File: config.mk
export PLATFORM = sky130hd
export DESIGN_NAME = conv_accum
export DESIGN_NICKNAME = d
export VERILOG_FILES = /design/src/rtl/conv_pkg.sv /design/src/rtl/conv_adder_tree.sv /design/src/rtl/conv_accum.sv
export SDC_FILE = /design/constraint.sdc
export NUM_CORES = 1
export LEC_CHECK = 0
export ABC_AREA = 1
export ABC_CLOCK_PERIOD_IN_PS = 7900
export CORE_AREA = 2 2 153 117
export CTS_CLUSTER_SIZE = 10
export DETAILED_ROUTE_END_ITERATION = 12
export DIE_AREA = 0 0 155 119
export PLACE_DENSITY = 0.87
export SYNTH_ARGS = -nofsm -noshare
export SYNTH_HDL_FRONTEND = slang
export SYNTH_SLANG_ARGS = --single-unit
File: constraint.sdc
create_clock -name clk -period 7.9 [get_ports clk]
set_input_delay 1.975 -clock clk [delete_from_list [all_inputs] [get_ports clk]]
set_output_delay 1.975 -clock clk [all_outputs]
set_load 0.1 [all_outputs]
File: src/rtl/conv_pkg.sv
// rtl/conv_pkg.sv - shared types and width helpers for the conv accumulator
// Purpose: FSM state encoding and the width/geometry derivations used by
//          conv_accum and conv_adder_tree.
// Ports:   none (package).
package conv_pkg;

  typedef enum logic [1:0] {
    COLLECT = 2'd0,
    DRAIN   = 2'd1,
    HOLD    = 2'd2
  } state_e;

  function automatic int unsigned ans_w(input int unsigned w);
    return 2 * w;
  endfunction

  // Sum of fsize products of 2*w bits needs clog2(fsize) guard bits.
  function automatic int unsigned sum_w(input int unsigned w, input int unsigned fsize);
    return 2 * w + $clog2(fsize);
  endfunction

  function automatic int unsigned out_dem_of(input int unsigned in_dem,
                                             input int unsigned f_dem,
                                             input int unsigned st);
    return (in_dem - f_dem) / st + 1;
  endfunction

  // LSB position of slot idx in a flat vector of w-bit slots.
  function automatic int unsigned slot_lsb(input int unsigned idx, input int unsigned w);
    return idx * w;
  endfunction

endpackage

File: src/rtl/conv_adder_tree.sv
// rtl/conv_adder_tree.sv - 2-stage pipelined signed adder tree for one window
// Purpose: reduces ROWS*ROWS signed products to one signed sum. Stage 1
//          registers the per-row sums, stage 2 registers the total. A valid
//          bit travels alongside so input bubbles stay bubbles.
// Ports:   clk, rst        clock, async active-high reset
//          in_valid_i      in_data_i holds a vector to reduce this edge
//          in_data_i       ROWS*ROWS products of IN_W bits, slot k at [k*IN_W +: IN_W]
//          out_valid_o     out_sum_o is a valid window sum
//          out_sum_o       signed SUM_W-bit window sum
module conv_adder_tree #(
  parameter int unsigned ROWS  = 3,
  parameter int unsigned IN_W  = 8,
  parameter int unsigned SUM_W = 12
) (
  input  logic                         clk,
  input  logic                         rst,
  input  logic                         in_valid_i,
  input  logic [IN_W*ROWS*ROWS-1:0]    in_data_i,
  output logic                         out_valid_o,
  output logic signed [SUM_W-1:0]      out_sum_o
);

  logic signed [SUM_W-1:0] row_d [ROWS];
  logic signed [SUM_W-1:0] row_q [ROWS];
  logic signed [SUM_W-1:0] sum_d;
  logic signed [SUM_W-1:0] sum_q;
  logic                    v1_q;
  logic                    v2_q;

  // Sign-extend each product to the full sum width before adding.
  always_comb begin
    for (int r = 0; r < int'(ROWS); r++) begin
      row_d[r] = '0;
      for (int c = 0; c < int'(ROWS); c++) begin
        row_d[r] = row_d[r] + SUM_W'($signed(in_data_i[(r*ROWS+c)*IN_W +: IN_W]));
      end
    end
  end

  always_comb begin
    sum_d = '0;
    for (int r = 0; r < int'(ROWS); r++) begin
      sum_d = sum_d + row_q[r];
    end
  end

  always_ff @(posedge clk or posedge rst) begin
    if (rst) begin
      v1_q  <= 1'b0;
      v2_q  <= 1'b0;
      sum_q <= '0;
      for (int r = 0; r < int'(ROWS); r++) row_q[r] <= '0;
    end else begin
      v1_q <= in_valid_i;
      v2_q <= v1_q;
      if (in_valid_i) begin
        for (int r = 0; r < int'(ROWS); r++) row_q[r] <= row_d[r];
      end
      if (v1_q) sum_q <= sum_d;
    end
  end

  assign out_valid_o = v2_q;
  assign out_sum_o   = sum_q;

endmodule

File: src/rtl/conv_accum.sv
// rtl/conv_accum.sv - collects window sums into an output feature map
// Purpose: accepts one product vector per output pixel, reduces it through
//          conv_adder_tree and writes the sum into the map slot in row-major
//          order. The full map is offered with a valid/ready handshake.
// Ports:   clk, rst     clock, async active-high reset
//          in_valid     prod holds a window product vector
//          in_ready     vector is accepted on this edge (COLLECT only)
//          prod         filter_size signed products, ans_width bits each
//          out_valid    out_map complete and stable (HOLD)
//          out_ready    downstream takes out_map
//          out_map      out_size signed sums, sum_width bits each
module conv_accum
  import conv_pkg::*;
#(
  parameter int unsigned filter_demension = 3,
  parameter int unsigned input_demension  = 5,
  parameter int unsigned stride           = 1,
  parameter int unsigned width            = 4,
  localparam int unsigned filter_size = filter_demension * filter_demension,
  localparam int unsigned ans_width   = ans_w(width),
  localparam int unsigned out_dem     = out_dem_of(input_demension, filter_demension, stride),
  localparam int unsigned out_size    = out_dem * out_dem,
  localparam int unsigned sum_width   = sum_w(width, filter_size)
) (
  input  logic                              clk,
  input  logic                              rst,
  input  logic                              in_valid,
  output logic                              in_ready,
  input  logic [ans_width*filter_size-1:0]  prod,
  output logic                              out_valid,
  input  logic                              out_ready,
  output logic [sum_width*out_size-1:0]     out_map
);

  localparam int unsigned CNT_W = $clog2(out_size + 1);

  state_e                   state_q, state_d;
  logic [CNT_W-1:0]         acc_cnt_q, acc_cnt_d;
  logic [CNT_W-1:0]         wr_cnt_q, wr_cnt_d;
  logic [sum_width-1:0]     map_q [out_size];
  logic                     accept;
  logic                     tree_valid;
  logic signed [sum_width-1:0] tree_sum;
  logic                     last_acc;
  logic                     last_wr;

  assign accept   = in_valid & in_ready;
  assign last_acc = (acc_cnt_q == CNT_W'(out_size - 1));
  assign last_wr  = (wr_cnt_q == CNT_W'(out_size - 1));

  conv_adder_tree #(
    .ROWS  (filter_demension),
    .IN_W  (ans_width),
    .SUM_W (sum_width)
  ) u_tree (
    .clk         (clk),
    .rst         (rst),
    .in_valid_i  (accept),
    .in_data_i   (prod),
    .out_valid_o (tree_valid),
    .out_sum_o   (tree_sum)
  );

  always_comb begin
    state_d   = state_q;
    acc_cnt_d = acc_cnt_q;
    wr_cnt_d  = wr_cnt_q;
    in_ready  = 1'b0;
    out_valid = 1'b0;
    if (tree_valid) wr_cnt_d = wr_cnt_q + 1'b1;
    case (state_q)
      COLLECT: begin
        in_ready = 1'b1;
        if (in_valid) begin
          acc_cnt_d = acc_cnt_q + 1'b1;
          if (last_acc) state_d = DRAIN;
        end
      end
      DRAIN: begin
        if (tree_valid && last_wr) state_d = HOLD;
      end
      HOLD: begin
        out_valid = 1'b1;
        // Slots are left as-is; the next frame overwrites all of them.
        if (out_ready) begin
          state_d   = COLLECT;
          acc_cnt_d = '0;
          wr_cnt_d  = '0;
        end
      end
      default: state_d = COLLECT;
    endcase
  end

  always_ff @(posedge clk or posedge rst) begin
    if (rst) begin
      state_q   <= COLLECT;
      acc_cnt_q <= '0;
      wr_cnt_q  <= '0;
    end else begin
      state_q   <= state_d;
      acc_cnt_q <= acc_cnt_d;
      wr_cnt_q  <= wr_cnt_d;
    end
  end

  always_ff @(posedge clk or posedge rst) begin
    if (rst) begin
      for (int p = 0; p < int'(out_size); p++) map_q[p] <= '0;
    end else begin
      for (int p = 0; p < int'(out_size); p++) begin
        if (tree_valid && (wr_cnt_q == CNT_W'(p))) map_q[p] <= tree_sum;
      end
    end
  end

  for (genvar p = 0; p < int'(out_size); p++) begin : g_map
    assign out_map[slot_lsb(p, sum_width) +: sum_width] = map_q[p];
  end

endmodule

### After elaboration in Yosys (flattened, before gate mapping)

Cells that the tools add are included.

* eq/ne operators: 15
* mux-type cells: 13
* bitwise gates (word level): 1
* $add $sub $neg: 10
* reductions and logical operators: 14

Operator list (count)
* $add 9x8->10: 3
* $add 8x8->9: 3
* $add 12x12->12: 2
* $mux 4: 5
* $eq 4x3->1 const B: 4
* $logic_and 1x1->1: 9
* $add 4x1->4 const B: 2
* $eq 4x2->1 const B: 2
* $eq 4x4->1 const B: 2
* $mux 2: 4
* $ne 2x2->1 const B: 4
* $pmux 4 s2: 1
* $pmux 2 s3: 1
* $eq 4x1->1 const B: 1
* $logic_not 4->1: 1
* $reduce_and 4->1: 1
* $reduce_and 3->1: 1
* $eq 2x1->1 const B: 1
* $eq 2x2->1 const B: 1
* $logic_not 2->1: 1
* $mux 1: 2
* $reduce_bool 2->1: 1
* $and 1x1->1: 1

* bits in registers: 168
* output and inout port bits: 110
* logic and storage cells: 71

### Longest topological paths before layout

Gate-level depths: netlist of run 1.

* depth in word-level cells: 4
* mapped depth: 14
* depth with buffers taken out: 14

### Modules after synthesis

From an unflattened synthesis of run 1, not the netlist that was laid out.

* cell total of the unflattened synthesis: 924
* area total of the unflattened synthesis: 8349.3 sq um

By module, submodules not included
* conv_accum: area an instance 4448.0 sq um, times used 1, seq. area each 2952.8 sq um, cells an instance 445
* conv_adder_tree: area an instance 3901.2 sq um, times used 1, seq. area each 1101.1 sq um, cells an instance 479

### Worst setup path before layout of run 1

OpenSTA, ideal clock, no wires.

* path kind: register to output
* start point: register state_q[0]
* end point: output port out_valid
* slack: 4186 ps
* arrival time: 1739 ps
* data required time: 5925 ps
* path buffers: 0
* stages on the path, launching flop included: 2
* cell sequence: dfrtp_1 > nor2_1

* cells in the longest elaborated chain, start to end: 2

RTL lines
* start, declared: line conv_accum.sv:37 `state_e state_q, state_d;`
* start signal, assigned: line conv_accum.sv:101 `state_q <= state_d;`
* $eq 2x2->1: line conv_accum.sv:71 `case (state_q)`
* $mux 1: line conv_accum.sv:71
* end, declared: line conv_accum.sv:30 `output logic out_valid,`

No other way between the ends.

### Final worst setup path of run 1

Ends and elaborated chain as after synthesis.

==> flow_metrics.py, run 1 <==
metrics = {
    "sta": {
        "hold_viol": 0,
        "setup_viol": 0,
        "fin_worst_skew_ns": 0.01375,
        "relSlewSlack_pct": 29.05,
        "fin_crit_ns": 4.216,
        "timing.final.crit_share_pct": 53.37,
        "final-max-slew-violation-count": 0,
        "worstMarginPinSlew_ns": 1.061,
        "fin_setup_tns_ns": 0,
        "rsz0062_at_grt": "false",
        "fmax_ghz": 0.2372,
    },
    "synth": {
        "yosys.area.top_type": "dfrtp_1",
        "synth_area_per_cell_um2": 9.582,
        "synth.most_common_cell": "nand2_1",
        "synth_top_area_share_pct": 46.80,
        "ys_ff_latch": 162,
        "yosysSeqAreaShare_pct": 46.80,
        "synth_async_sr_flop_share_pct": 100.0,
        "synth.yosys.warnings": 0,
        "ys_top_cells_by_count": "nand2_1, dfrtp_1, inv_1",
        "synth_edf_count": 0,
        "syn_area_mm2": 0.008662,
        "synthTopCellsByArea": "dfrtp_1, nand2_1, fa_1",
        "syn_inst": 904,
        "synth_nets": 1058,
        "synth.distinct_cells": 32,
        "synthFlopType": "dfrtp_1",
    },
    "grt": {
        "grt_use_total_pct": 23.27,
        "grt_pass1_wl_mm": 34.01,
        "antenna_found_initial": 0,
        "overflow": 0,
        "grt_max_degree": 99,
        "grt_pass1_vias": 6804,
    },
    "drt": {
        "vias_per_cell": 5.245,
        "ant_nets": 0,
        "drt_iter0_drc": 455,
        "drt-wirelength-per-cell_um": 15.52,
        "vias": 6903,
        "drtPass1Iterations": 5,
        "drc": 0,
        "finalWirelength_mm": 20.42,
    },
    "cells_and_area": {
        "drive_gt1_share_pct": 11.13,
        "final_nets": 1237,
        "area_growth_pct": 28.38,
        "multi_input_area_mm2": 0.004068,
        "n_fill_cell": 1271,
        "num_antenna_cells": 0,
        "seqCellArea_mm2": 0.004054,
    },
    "placed_design": {
        "dp_hpwl_mm": 14.88,
        "io_buffers": 185,
        "place_congestion": 0.8672,
    },
    "worst_setup_path": {
        "crit_type": "flip-flop to output port",
        "arrival_ns": 2.24,
        "startpoint_type": "flip-flop",
        "required_ns": 5.93,
        "path_max_fanout": 5,
        "crit_path_end_kind": "output port",
    },
    "clock_tree": {
        "cts_buffers": 17,
        "cts_sinks": 162,
        "root_buffer": "clkbuf_16",
        "clk_pin_slew_ns": 0.06,
        "clk_latency_ns": 0.42,
        "cts_hold_buf": 0,
        "cts-htree-levels": 4,
        "cts_tree": "yes",
        "cts_setup_buffers": 0,
        "cts_buffer_depth": 2,
        "cts_resized": 0,
    },
    "floorplanning": {
        "core-area_mm2": 0.01718,
        "die_w_um": 155,
        "initial_utilization_pct": 50.41,
        "die_h_um": 119,
        "die-area_mm2": 0.01845,
        "rows": 42,
        "ios": 186,
    },
    "worst_hold_path": {
        "hold_class": "flip-flop to flip-flop",
    },
    "flow_run": {
        "drv_cap": 0,
    },
    "status": {
        "status": "finished clean",
    },
}
## state kept, by name (all words and copies together), names as in the netlist
| name | cells |
|---|---|
| out_map | 108 |
| u_tree.row_q | 30 |
| u_tree.out_sum_o | 12 |
| acc_cnt_q | 4 |
| wr_cnt_q | 4 |
| state_q | 2 |
| u_tree.out_valid_o | 1 |
| u_tree.v1_q | 1 |
## worst max-delay path, cell delays in order, from the launching register on
cell and delay [ns]:
dfrtp_1 0.43, nor2_1 0.20, clkdlybuf4s50_1 1.19
## worst paths after layout
kind	start	slack [ns]	cells past startpoint	end
setup / recovery	state_q[0]	3.68	2	out_valid
hold / removal	out_map[10]	0.48	2	out_map[10]
setup reg to reg	u_tree.row_q[1]	5.49	12	u_tree.out_sum_o[9]
hold reg to reg	out_map[10]	0.48	2	out_map[10]
max in group asynchronous	rst	4.42	3	acc_cnt_q[3]
min in group asynchronous	rst	2.13	2	out_map[12]
## routing by layer
metal / wire [um] / GRT usage [%] / vias up / part of all wire [%]
met1: 8922 / 30.42 / 3346 / 44
li1: - / - / 3296 / -
met5: 0 / 0 / - / 0
met2: 9925 / 39.58 / 227 / 49
met3: 1094 / 4.367 / 34 / 5.4
met4: 478 / 7.176 / 0 / 2.3
## metrics by stage
| stage | hold WS, ns | utilization, % | std cells | worst slack, ns | instance area [um2] |
|---|---|---|---|---|---|
| 6_report | 0.4801 | 64.72 | 1316 | 3.684 | 11120 |
| 5_1_grt | 0.4966 | 64.72 | 1316 | 3.597 | 11120 |
| 4_1_cts | 0.4831 | 64.72 | 1316 | 3.686 | 11120 |
| 3_5_place_dp | 0.4669 | 61.40 | 1284 | 3.596 | 10550 |
| 3_3_place_gp | 0.4620 | 61.40 | 1284 | 3.622 | 10550 |
| 2_1_floorplan | 0.4310 | - | 904 | 1.548 | 8662 |
## logic make-up (layout without fill, tap and decap cells)
| kind of cell | after synthesis | count (layout) | synth area share [%] |
|---|---|---|---|
| flip-flops | 162 | 162 | 46.80 |
| adder cells (fa/ha/maj) | 78 | 78 | 14.56 |
| XOR/XNOR | 10 | 10 | 1.011 |
| AO/OA/AOI/OAI | 167 | 167 | 13.01 |
| buffers and inverters | 103 | 295 | 6.240 |
| AND/OR/NAND/NOR | 384 | 384 | 18.37 |
## cells in the final DEF (no fill, tap or decap), types with 20 or more instances in the layout
cell | Yosys | layout
nor2_1 | 39 | 39
a21oi_1 | 20 | 20
inv_1 | 73 | 72
nand3_1 | 43 | 43
o21ai_1 | 37 | 37
nand2_1 | 282 | 282
dfrtp_1 | 162 | 162
fa_1 | 38 | 38
o21ai_0 | 28 | 28
ha_1 | 40 | 40
clkdlybuf4s50_1 | 0 | 185
o21ai_2 | 72 | 72
## area by class of cell
type | count | area share (%)
tap | 220 | 2.475
multi-input combinational | 639 | 36.58
timing repair buffer | 186 | 16.72
sequential | 162 | 36.45
clock buffer | 17 | 3.825
inverter | 77 | 2.644
clock inverter | 15 | 1.305
Power of run 1 is not shown: default switching activity piles up to over one toggle a cycle in this logic, so the estimate is an artifact.
==> inputs of run 2 (changes only) <==
--- a/config.mk
+++ b/config.mk
@@ -6,7 +6,7 @@
 export NUM_CORES = 1
 export LEC_CHECK = 0
 export ABC_AREA = 1
-export ABC_CLOCK_PERIOD_IN_PS = 7900
+export ABC_CLOCK_PERIOD_IN_PS = 4300
 export CORE_AREA = 2 2 153 117
 export CTS_CLUSTER_SIZE = 10
 export DETAILED_ROUTE_END_ITERATION = 12
==> constraint.sdc (replaced) <==
create_clock -name clk -period 4.3 [get_ports clk]
set_input_delay 1.075 -clock clk [delete_from_list [all_inputs] [get_ports clk]]
set_output_delay 1.075 -clock clk [all_outputs]
set_load 0.1 [all_outputs]
==> flow_metrics.py, run 2 (synthesis gave the netlist of run 1 again) <==
metrics = {
    "clock_tree": {
        "cts_sinks": 162,
        "clk_pin_slew_ns": 0.06,
        "cts-htree-levels": 4,
        "cts_setup_buffers": 0,
        "cts_buffers": 17,
        "clk_latency_ns": 0.43,
        "cts_buffer_depth": 2,
        "root_buffer": "clkbuf_16",
        "cts_resized": 0,
        "cts_hold_buf": 0,
        "cts_tree": "yes",
    },
    "sta": {
        "fin_setup_tns_ns": 0,
        "fin_worst_skew_ns": 0.01119,
        "timing.final.crit_share_pct": 77.41,
        "setup_viol": 0,
        "fin_crit_ns": 3.329,
        "fmax_ghz": 0.3004,
        "final-max-slew-violation-count": 0,
        "relSlewSlack_pct": 28.70,
        "worstMarginPinSlew_ns": 1.066,
        "hold_viol": 0,
        "rsz0062_at_grt": "false",
    },
    "placed_design": {
        "io_buffers": 185,
        "placed_cell_area_mm2": 0.01060,
        "dp_hpwl_mm": 15.13,
        "place_congestion": 0.8883,
    },
    "floorplanning": {
        "rows": 42,
        "core-area_mm2": 0.01718,
        "ios": 186,
        "die_w_um": 155,
        "die-area_mm2": 0.01845,
        "die_h_um": 119,
        "initial_utilization_pct": 50.41,
    },
    "grt": {
        "grt_max_degree": 54,
        "grt_pass1_vias": 6958,
        "overflow": 0,
        "grt_pass1_wl_mm": 34.67,
        "grt_use_total_pct": 23.86,
        "antenna_found_initial": 0,
    },
    "drt": {
        "drt_iter0_drc": 482,
        "ant_nets": 0,
        "vias_per_cell": 5.317,
        "drtPass1Iterations": 4,
        "drt-wirelength-per-cell_um": 16.18,
        "vias": 7019,
        "drc": 0,
        "finalWirelength_mm": 21.35,
    },
    "worst_setup_path": {
        "rr_endpoint": "u_tree.out_sum_o[9]",
        "startpoint_type": "flip-flop",
        "arrival_ns": 2.25,
        "timing.rr.start": "u_tree.row_q[1]",
        "path_max_fanout": 5,
        "crit_type": "flip-flop to output port",
        "ff2ff_setup_slack_ns": 1.88,
        "worstRegToRegCells": 12,
        "crit_path_end_kind": "output port",
        "required_ns": 3.22,
    },
    "cells_and_area": {
        "layout_commonest_cell": "nand2_1",
        "largest_reg_flops": 108,
        "layout_common_cells": "nand2_1, clkdlybuf4s50_1, dfrtp_1",
        "num_antenna_cells": 0,
        "final_area_mm2": 0.01125,
        "area_growth_pct": 29.86,
        "utilization_pct": 65.46,
        "drive_gt1_share_pct": 11.45,
        "final_nets": 1241,
        "n_fill_cell": 1252,
    },
    "flow_run": {
        "drv_cap": 0,
    },
    "worst_hold_path": {
        "hold_class": "flip-flop to flip-flop",
        "min_to": "out_map[25]",
        "whs_path_depth": 2,
        "hp-start": "out_map[25]",
    },
    "status": {
        "status": "finished clean",
    },
}
[run 2: cell types whose count changed in the layout (fill, tap and decap cells not counted), sizes merged]
cell,previous run,this run
inv,84,82
clkinv,6,4
buf,1,5
clkinvlp,1,2
bufinv,1,4
[run 2: worst max-delay path, stage by stage, from the launching register on]
cell and delay (ns):
dfrtp_1 0.43, nor2_1 0.21, clkdlybuf4s50_1 1.19
[run 2: per-stage QoR]
stage               setup slack (ns)  hold WS, ns  instances
detailed placement            0.8801       0.4669       1288
finish                        0.9712       0.4817       1320
CTS                           0.9788       0.4827       1320
global route                  0.9393       0.4957       1320
global placement              0.9212       0.4627       1288
floorplan                      1.168       0.4310        904
[run 2: worst max-delay path by stage]
stage,start,endpoint,depth (start not counted)
after floorplan,rst,acc_cnt_q[0],1
after global placement,prod[1],u_tree.row_q[34],11
after detailed placement,prod[25],u_tree.row_q[22],12
after CTS,state_q[0],out_valid,2
after global routing,state_q[1],out_valid,3
final,state_q[0],out_valid,2
[run 2: layer usage]
layer	track usage [%]	vias up	part of all wire, %
met5	0	-	0
met4	9.549	0	3.0
met3	3.675	47	5.2
met2	40.28	242	50
met1	31.09	3424	42
li1	-	3306	-
[run 2: layout make-up]
| type | count | area (um2) | share of cell area (%) |
|---|---|---|---|
| Multi-Input combinational cell | 639 | 4068 | 36.16 |
| Sequential cell | 162 | 4054 | 36.04 |
| Timing Repair Buffer | 190 | 1914 | 17.02 |
| Clock buffer | 17 | 425.4 | 3.782 |
| Inverter | 77 | 292.8 | 2.603 |
| Tap cell | 220 | 275.3 | 2.447 |
| Clock inverter | 15 | 219.0 | 1.947 |
Power of run 2 is left out for the same reason.
